==> config.mk <==
export PLATFORM = sky130hd
export DESIGN_NAME = wr_ctrl_flat
export DESIGN_NICKNAME = d
export VERILOG_FILES = /design/src/rtl/wr_ctrl_if.sv /design/src/rtl/wr_ctrl.sv /design/src/flat_wrapper.sv
export SDC_FILE = /design/constraint.sdc
export NUM_CORES = 1
export LEC_CHECK = 0
export ABC_CLOCK_PERIOD_IN_PS = 5870
export BUFFER_PORTS_ARGS = -buffer_cell sky130_fd_sc_hd__buf_2
export CORE_UTILIZATION = 45
export CTS_CLUSTER_SIZE = 25
export DETAILED_ROUTE_END_ITERATION = 16
export PLACE_DENSITY = 0.71
export SLEW_MARGIN = 20
export SYNTH_ARGS = -nofsm -noshare
export SYNTH_HDL_FRONTEND = slang
export SYNTH_SLANG_ARGS = --single-unit
==> constraint.sdc <==
create_clock -name clk -period 5.87 [get_ports clk]
set_input_delay 0.587 -clock clk [delete_from_list [all_inputs] [get_ports clk]]
set_output_delay 0.587 -clock clk [all_outputs]
set_load 0.005 [all_outputs]
==> src/rtl/wr_ctrl_if.sv <==
// Bundle of the start/done handshake, FIFO read port and Avalon-MM write host
// signals that connect wr_ctrl to its environment.
interface wr_ctrl_if;
   logic        wr_ctrl;
   logic [31:0] dst_begin;
   logic [31:0] dst_end;
   logic        wr_ctrl_rdy;
   logic [31:0] fifo_out;
   logic        fifo_empty;
   logic        rd_from_fifo;
   logic [31:0] address;
   logic [31:0] writedata;
   logic        write;
   logic [15:0] burstcount;
   logic [3:0]  byteenable;
   logic        waitrequest;

   modport master (
      input  wr_ctrl, dst_begin, dst_end, fifo_out, fifo_empty, waitrequest,
      output wr_ctrl_rdy, rd_from_fifo, address, writedata, write,
             burstcount, byteenable
   );

   modport slave (
      output wr_ctrl, dst_begin, dst_end, fifo_out, fifo_empty, waitrequest,
      input  wr_ctrl_rdy, rd_from_fifo, address, writedata, write,
             burstcount, byteenable
   );
endinterface

==> src/rtl/wr_ctrl.sv <==
// Avalon-MM burst write controller: drains a show-ahead FIFO into a
// destination byte range [dst_begin, dst_end) using bursts of up to MAX_BURST
// words, then pulses wr_ctrl_rdy once the transfer is complete.
module wr_ctrl #(
   parameter int MAX_BURST = 16
) (
   input  logic clk,
   input  logic reset,
   wr_ctrl_if.master bus
);

   localparam int CNT_W = 9;

   typedef enum logic [1:0] {IDLE, BURST, DONE} state_t;

   state_t           state_q;
   logic [31:0]      addr_q;
   logic [15:0]      bcnt_q;
   logic [CNT_W-1:0] beats_q;
   logic [16:0]      words_q;
   logic [1:0]       lenmod_q;
   logic             rdy_q;

   logic [31:0]      begin_al_d;
   logic [15:0]      len_d;
   logic [16:0]      words_d;
   logic             last_beat;
   logic             accept;

   // Burst length for the next burst: the remaining words, capped at MAX_BURST.
   function automatic logic [15:0] burst_len(input logic [16:0] w);
      if (w > 17'(MAX_BURST)) return 16'(MAX_BURST);
      else                    return w[15:0];
   endfunction

   // Byte enables for the final word of a transfer, from len % 4.
   function automatic logic [3:0] final_be(input logic [1:0] m);
      case (m)
         2'd1:    return 4'b0001;
         2'd2:    return 4'b0011;
         2'd3:    return 4'b0111;
         default: return 4'b1111;
      endcase
   endfunction

   // Start-time length arithmetic; only the low 16 bits of the difference
   // count, so a wrapped range yields the modular length.
   assign begin_al_d = {bus.dst_begin[31:2], 2'b00};
   assign len_d      = bus.dst_end[15:0] - begin_al_d[15:0];
   assign words_d    = ({1'b0, len_d} + 17'd3) >> 2;

   assign last_beat  = (words_q == 17'd1);
   assign accept     = bus.write && !bus.waitrequest;

   // Beats are data-driven: write follows FIFO occupancy while in BURST.
   assign bus.write        = (state_q == BURST) && !bus.fifo_empty;
   assign bus.rd_from_fifo = accept;
   assign bus.writedata    = bus.fifo_out;
   assign bus.address      = addr_q;
   assign bus.burstcount   = bcnt_q;
   assign bus.byteenable   = (state_q == BURST && last_beat) ? final_be(lenmod_q) : 4'b1111;
   assign bus.wr_ctrl_rdy  = rdy_q;

   // Transfer FSM: latch the request, step through bursts, then pulse ready.
   always_ff @(posedge clk or negedge reset) begin
      if (!reset) begin
         state_q  <= IDLE;
         addr_q   <= '0;
         bcnt_q   <= '0;
         beats_q  <= '0;
         words_q  <= '0;
         lenmod_q <= '0;
         rdy_q    <= 1'b0;
      end else begin
         rdy_q <= 1'b0;
         case (state_q)
            IDLE: begin
               if (bus.wr_ctrl) begin
                  addr_q   <= begin_al_d;
                  lenmod_q <= len_d[1:0];
                  words_q  <= words_d;
                  bcnt_q   <= burst_len(words_d);
                  beats_q  <= CNT_W'(burst_len(words_d));
                  state_q  <= (words_d == 17'd0) ? DONE : BURST;
               end
            end
            BURST: begin
               if (accept) begin
                  words_q <= words_q - 17'd1;
                  if (last_beat) begin
                     beats_q <= beats_q - CNT_W'(1);
                     state_q <= DONE;
                  end else if (beats_q == CNT_W'(1)) begin
                     // Back-to-back: next burst is set up for the following cycle.
                     addr_q  <= addr_q + {14'd0, bcnt_q, 2'b00};
                     bcnt_q  <= burst_len(words_q - 17'd1);
                     beats_q <= CNT_W'(burst_len(words_q - 17'd1));
                  end else begin
                     beats_q <= beats_q - CNT_W'(1);
                  end
               end
            end
            DONE: begin
               rdy_q   <= 1'b1;
               state_q <= IDLE;
            end
            default: state_q <= IDLE;
         endcase
      end
   end

endmodule

==> src/flat_wrapper.sv <==
// flat-port wrapper written by rule: the top's interface ports become plain ports
module wr_ctrl_flat 
#(
   parameter int MAX_BURST = 16
)
  (clk, reset, bus_wr_ctrl, bus_dst_begin, bus_dst_end, bus_fifo_out, bus_fifo_empty, bus_waitrequest, bus_wr_ctrl_rdy, bus_rd_from_fifo, bus_address, bus_writedata, bus_write, bus_burstcount, bus_byteenable);
  wr_ctrl_if bus_i ();
  input  logic clk;
  input  logic reset;
  input wire logic [$bits(bus_i.wr_ctrl)-1:0] bus_wr_ctrl;
  input wire logic [$bits(bus_i.dst_begin)-1:0] bus_dst_begin;
  input wire logic [$bits(bus_i.dst_end)-1:0] bus_dst_end;
  input wire logic [$bits(bus_i.fifo_out)-1:0] bus_fifo_out;
  input wire logic [$bits(bus_i.fifo_empty)-1:0] bus_fifo_empty;
  input wire logic [$bits(bus_i.waitrequest)-1:0] bus_waitrequest;
  output wire logic [$bits(bus_i.wr_ctrl_rdy)-1:0] bus_wr_ctrl_rdy;
  output wire logic [$bits(bus_i.rd_from_fifo)-1:0] bus_rd_from_fifo;
  output wire logic [$bits(bus_i.address)-1:0] bus_address;
  output wire logic [$bits(bus_i.writedata)-1:0] bus_writedata;
  output wire logic [$bits(bus_i.write)-1:0] bus_write;
  output wire logic [$bits(bus_i.burstcount)-1:0] bus_burstcount;
  output wire logic [$bits(bus_i.byteenable)-1:0] bus_byteenable;
  assign bus_i.wr_ctrl = bus_wr_ctrl;
  assign bus_i.dst_begin = bus_dst_begin;
  assign bus_i.dst_end = bus_dst_end;
  assign bus_i.fifo_out = bus_fifo_out;
  assign bus_i.fifo_empty = bus_fifo_empty;
  assign bus_i.waitrequest = bus_waitrequest;
  assign bus_wr_ctrl_rdy = bus_i.wr_ctrl_rdy;
  assign bus_rd_from_fifo = bus_i.rd_from_fifo;
  assign bus_address = bus_i.address;
  assign bus_writedata = bus_i.writedata;
  assign bus_write = bus_i.write;
  assign bus_burstcount = bus_i.burstcount;
  assign bus_byteenable = bus_i.byteenable;
  wr_ctrl #(.MAX_BURST(MAX_BURST)) u_core (.clk(clk), .reset(reset), .bus(bus_i));
endmodule
# Word level (Yosys, flattened, before mapping)
# Cells that the tools add are included.
# totals
reg_bits,79
out_inout_bits,87
wordCells,66
# classes
n_addsub,5
n_lt_le_gt_ge,2
n_eq_ne,12
muxes,28
n_reduce_logical,12
# op_table
cell,count
two-way mux 32 bit,4
two-way mux 16 bit,5
case mux 32 bit (2 select lines),1
two-way mux 9 bit,4
two-way mux 17 bit,2
case mux 17 bit (2 select lines),1
adder 32 x 18 -> 32 bit,1
case mux 16 bit (2 select lines),1
case mux 9 bit (2 select lines),1
adder 16 x 2 -> 17 bit (second input constant),1
== test 17 x 1 -> 1 bit (second input constant),1
> comparator 17 x 5 -> 1 bit (second input constant),1
zero test 17 bit,1
subtractor 17 x 1 -> 17 bit (second input constant),1
subtractor 16 bit,1
> comparator 15 x 5 -> 1 bit (second input constant),1
two-way mux 15 bit,1
case mux 4 bit (3 select lines),1
== test 9 x 1 -> 1 bit (second input constant),1
subtractor 9 x 1 -> 9 bit (second input constant),1
two-way mux 2 bit,4
!= test 2 bit (second input constant),4
== test 2 bit (second input constant),3
AND reduction 3 bit,2
other kinds (11),15

# Logic depth before layout (Yosys ltp)
# logic_depth
word_depth,7
depth_mapped,12
mapped_depth_nobuf,11

# Worst setup path before layout
# No wires, ideal clock.
# synth_timing
kind,input port to flip-flop
startpoint,input port bus_dst_end[2]
endpoint,register u_core.words_q[13]
setup_ns,0.141
arrival_time_ns,3.056
required_ns,5.729
slack_ns,2.673
stages,11
path_cell_list,inv_1 > ha_1 > fa_1 > nand2b_1 > a21oi_1 > nor3_1 > or3_1 > a2111oi_4 > and4_1 > mux2i_1 > a211oi_1
# synth_between
elab_chain_cells,4
# synth_lines
item,line,source
from (decl),flat_wrapper.sv:12,input wire logic [$bits(bus_i.dst_end)-1:0] bus_dst_end;
subtractor 16 bit,wr_ctrl.sv:49,assign len_d = bus.dst_end[15:0] - begin_al_d[15:0];
adder 16 x 2 -> 17 bit,wr_ctrl.sv:50,"assign words_d = ({1'b0, len_d} + 17'd3) >> 2;"
two-way mux 17 bit,wr_ctrl.sv:78,if (bus.wr_ctrl) begin
case mux 17 bit (2 select lines),wr_ctrl.sv:76,case (state_q)
to (signal assigned),wr_ctrl.sv:81,words_q <= words_d;
to (signal assigned),wr_ctrl.sv:89,words_q <= words_q - 17'd1;
to (decl),wr_ctrl.sv:20,logic [16:0] words_q;
# No other way between the ends. The select of a mux whose other input is x is not followed.
# A chain may end at the register's enable or synchronous reset.

# Worst setup path in the final report
# layout_timing
startpoint,register u_core.words_q[10]
endpoint,register u_core.addr_q[16] (netlist: u_core.bus.address[16])
# layout_between
elab_chain_cells,3
# layout_lines
item,line,source
== test 17 x 1 -> 1 bit,wr_ctrl.sv:52,assign last_beat = (words_q == 17'd1);
!= test 2 bit (no source line),--,
AND reduction 5 bit (no source line),--,
to (signal assigned),wr_ctrl.sv:79,addr_q <= begin_al_d;
to (signal assigned),wr_ctrl.sv:95,"addr_q <= addr_q + {14'd0, bcnt_q, 2'b00};"
to (decl),wr_ctrl.sv:17,logic [31:0] addr_q;
# No other way between the ends.

==> flow_summary.yaml <==
status:
  outcome: "finished, final reports clean"
clock_network:
  cts-root-buf: "clkbuf_16"
  holdBufCountCts: 0
  clk_pin_slew_ns: 0.06
  h-tree-depth: 3
  cts.sinks: 77
  cts_made_buffers: 9
  cts_setup_buffers: 0
  ctsResizeCount: 0
  clock_path_buffers: 2
  cts_tree: "yes"
  insertion_delay_ns: 0.35
detailed_routing:
  num_vias: 6136
  via_per_inst: 5.822
  ant_nets: 0
  avgRoutedWirePerCell_um: 16.67
  drc: 0
  drtPass1Iterations: 5
  drt_iter0_drc: 490
  routed_wl_um: 17570
logic_synthesis:
  ys_ff_latch: 77
  yosys.area.top_type: "dfrtp_1"
  syn_avg_cell_area_um2: 7.941
  netlist_area_um2: 6511
  synth_top_area_frac: 0.2959
  ys_warn_count: 0
  yosys_most_used_dff: "dfrtp_1"
  synthArstFlopShare: 1.000
  syn_inst: 820
  synthDistinctLibCells: 79
  netlist_top_cells_area: "dfrtp_1, ha_1, a21oi_1, o21ai_0, nand2_1"
  ys_seq_area_frac: 0.2959
  synth_edf_count: 0
grt:
  grt_overflow: 0
  grt_pass1_wl_um: 29030
  antenna_found_initial: 0
  grt_start_max_net_pins: 78
  gr-usage-all-layers: 0.2459
  grt_pass1_vias: 5637
floorplan:
  io_pins: 188
  die_h_um: 122.3
  die_area_um2: 14950
  rows: 43
  die_w_um: 122.3
  core_area_um2: 13990
  start_util: 0.4655
flow_run:
  max-cap-violations: 0
sta:
  fin_tns_setup_ns: 0
  fin_crit_ns: 3.439
  setup_viol_count_final: 0
  max_freq_mhz: 290.8
  slew_violations: 0
  fin_skew_ns: 0.007257
  setup_ws_ns: 2.431
  timing.final.crit_share: 0.5859
  rsz0062_at_grt: "false"
  hold_viol: 0
  slew-limit-headroom: 0.3871
  worst_slew_pin_slew_ns: 0.9050
setup_path:
  crit_type: "reg -> reg"
  reg2reg_to: "u_core.bus.address[16]"
  start_kind: "flop"
  crit_required_ns: 6.09
  reg2reg_depth: 8
  cp_max_fo: 33
  r2r_start: "u_core.words_q[10]"
  worst_setup_path_end_kind: "flop"
  arrival_ns: 3.66
  crit_path_end: "u_core.bus.address[16]"
  crit_start: "u_core.words_q[10]"
  rrSetupSlack_ns: 2.43
cells_and_area:
  drive_gt1_frac: 0.1705
  final_cells: 1054
  num_antenna_cells: 0
  fin_nets: 1009
  final_util: 0.5144
  areaGrowthSynthToFinish_pct: 10.51
place:
  numPortBuffers: 102
  dpl_worst_slack_ns: 2.158
  place_hpwl_um: 12700
  dp_cells: 1039
  gp_congestion: 0.8850
power:
  p_per_area_nw_per_um2: 464.1
  worst_ir_drop_vdd_v: 0.0002061
  cellLeakagePower_uw: 0.003222
worst_hold_path:
  min_path_type: "in -> async"
-- Yosys cell counts, types with 9 or more instances --
cell	number
a21oi_1	78
o21ai_0	69
inv_1	37
a211oi_1	9
a21o_1	11
nor2_1	63
or3_1	10
xnor2_1	24
a31oi_1	11
o211ai_1	15
nor2b_1	14
nand3_1	26
and2_1	16
clkbuf_1	24
buf_4	36
dfrtp_1	77
nand2_1	75
nand2b_1	11
nor3_1	25
xor2_1	11
ha_1	36
o21ai_1	9
and3_1	11
-- layer usage --
metal	track usage	vias to the layer above	wire length [um]
li1	-	3039	-
met1	0.3559	2883	8393
met2	0.3754	198	7859
met3	0.04368	16	1064
met4	0.06631	0	257
met5	0	-	0
-- where the power goes --
group / total, uW / switching, uW / internal, uW
Combinational: 1760 / 1060 / 699
Clock: 574 / 235 / 339
Sequential: 1010 / 268 / 742
-- layout by cell type, fill, tap and decap left out, types with 10 or more instances in the layout --
cell and count:
a21o_1 11, a21oi_1 76, a31oi_1 11, and2_1 16, and3_1 11, buf_2 101
dfrtp_1 77, ha_1 36, inv_1 37, nand2_1 75, nand2b_1 11, nand3_1 26
nor2_1 63, nor2b_1 13, nor3_1 25, o211ai_1 15, o21ai_0 69, or3_1 10
xnor2_1 24, xor2_1 11
-- critical path, cell delays in order, from the launching register on --
cell and delay (ns):
dfrtp_1 0.44, or4_4 0.59, or4_4 0.47, o41ai_4 0.44, a21o_1 0.60, buf_4 0.43, nor3_1 0.08, mux2i_1 0.15
nand3_1 0.09
-- sequential cells by signal, summed over array words and instances (netlist names) --
| signal | cells |
|---|---|
| u_core.words_q | 17 |
| u_core.bus.burstcount | 16 |
| u_core.bus.wr_ctrl_rdy | 1 |
| u_core.state_q | 2 |
| u_core.beats_q | 9 |
| u_core.bus.address | 30 |
| u_core.lenmod_q | 2 |
-- cell families (layout without fill, tap and decap cells) --
logic type | Yosys count | after routing | synth area share
compound gates | 262 | 262 | 0.2546
xor+xnor | 35 | 35 | 0.04708
fa+ha+maj | 38 | 38 | 0.07533
buf+inv | 107 | 160 | 0.08609
flops | 77 | 77 | 0.2959
mux | 3 | 3 | 0.004804
other cells | 2 | 3 | 0.001153
simple gates | 296 | 296 | 0.2350
-- stage by stage --
step	hold slack (ns)	instance area, um2	total power (uW)
finish	0.2824	7196	3340
CTS	0.4608	7192	3333
detailed placement	0.4524	6892	2742
global placement	0.4496	6892	2703
floorplan	0.2914	6515	2264
global route	0.3392	7196	3637
-- how the worst min path moves through the flow --
stage | endpoint | slack [ns] | from | depth (start not counted)
5_1_grt | u_core.bus.burstcount[6] | 0.34 | reset | 1
2_1_floorplan | u_core.beats_q[0] | 0.29 | reset | 0
3_5_place_dp | u_core.beats_q[8] | 0.45 | u_core.beats_q[8] | 1
6_report | u_core.bus.burstcount[6] | 0.28 | reset | 1
3_3_place_gp | u_core.beats_q[8] | 0.45 | u_core.beats_q[8] | 1
4_1_cts | u_core.bus.burstcount[6] | 0.46 | reset | 1
-- area by class of cell --
| type | count | area (um2) |
|---|---|---|
| Clock buffer | 10 | 239.0 |
| Multi-Input combinational cell | 637 | 4043 |
| Clock inverter | 5 | 61.31 |
| Fill cell | 1362 | 6793 |
| Tap cell | 180 | 225.2 |
| Timing Repair Buffer | 108 | 561.8 |
| Sequential cell | 77 | 1927 |
| Inverter | 37 | 138.9 |
Note: power is estimated with default switching activity, not from simulation.
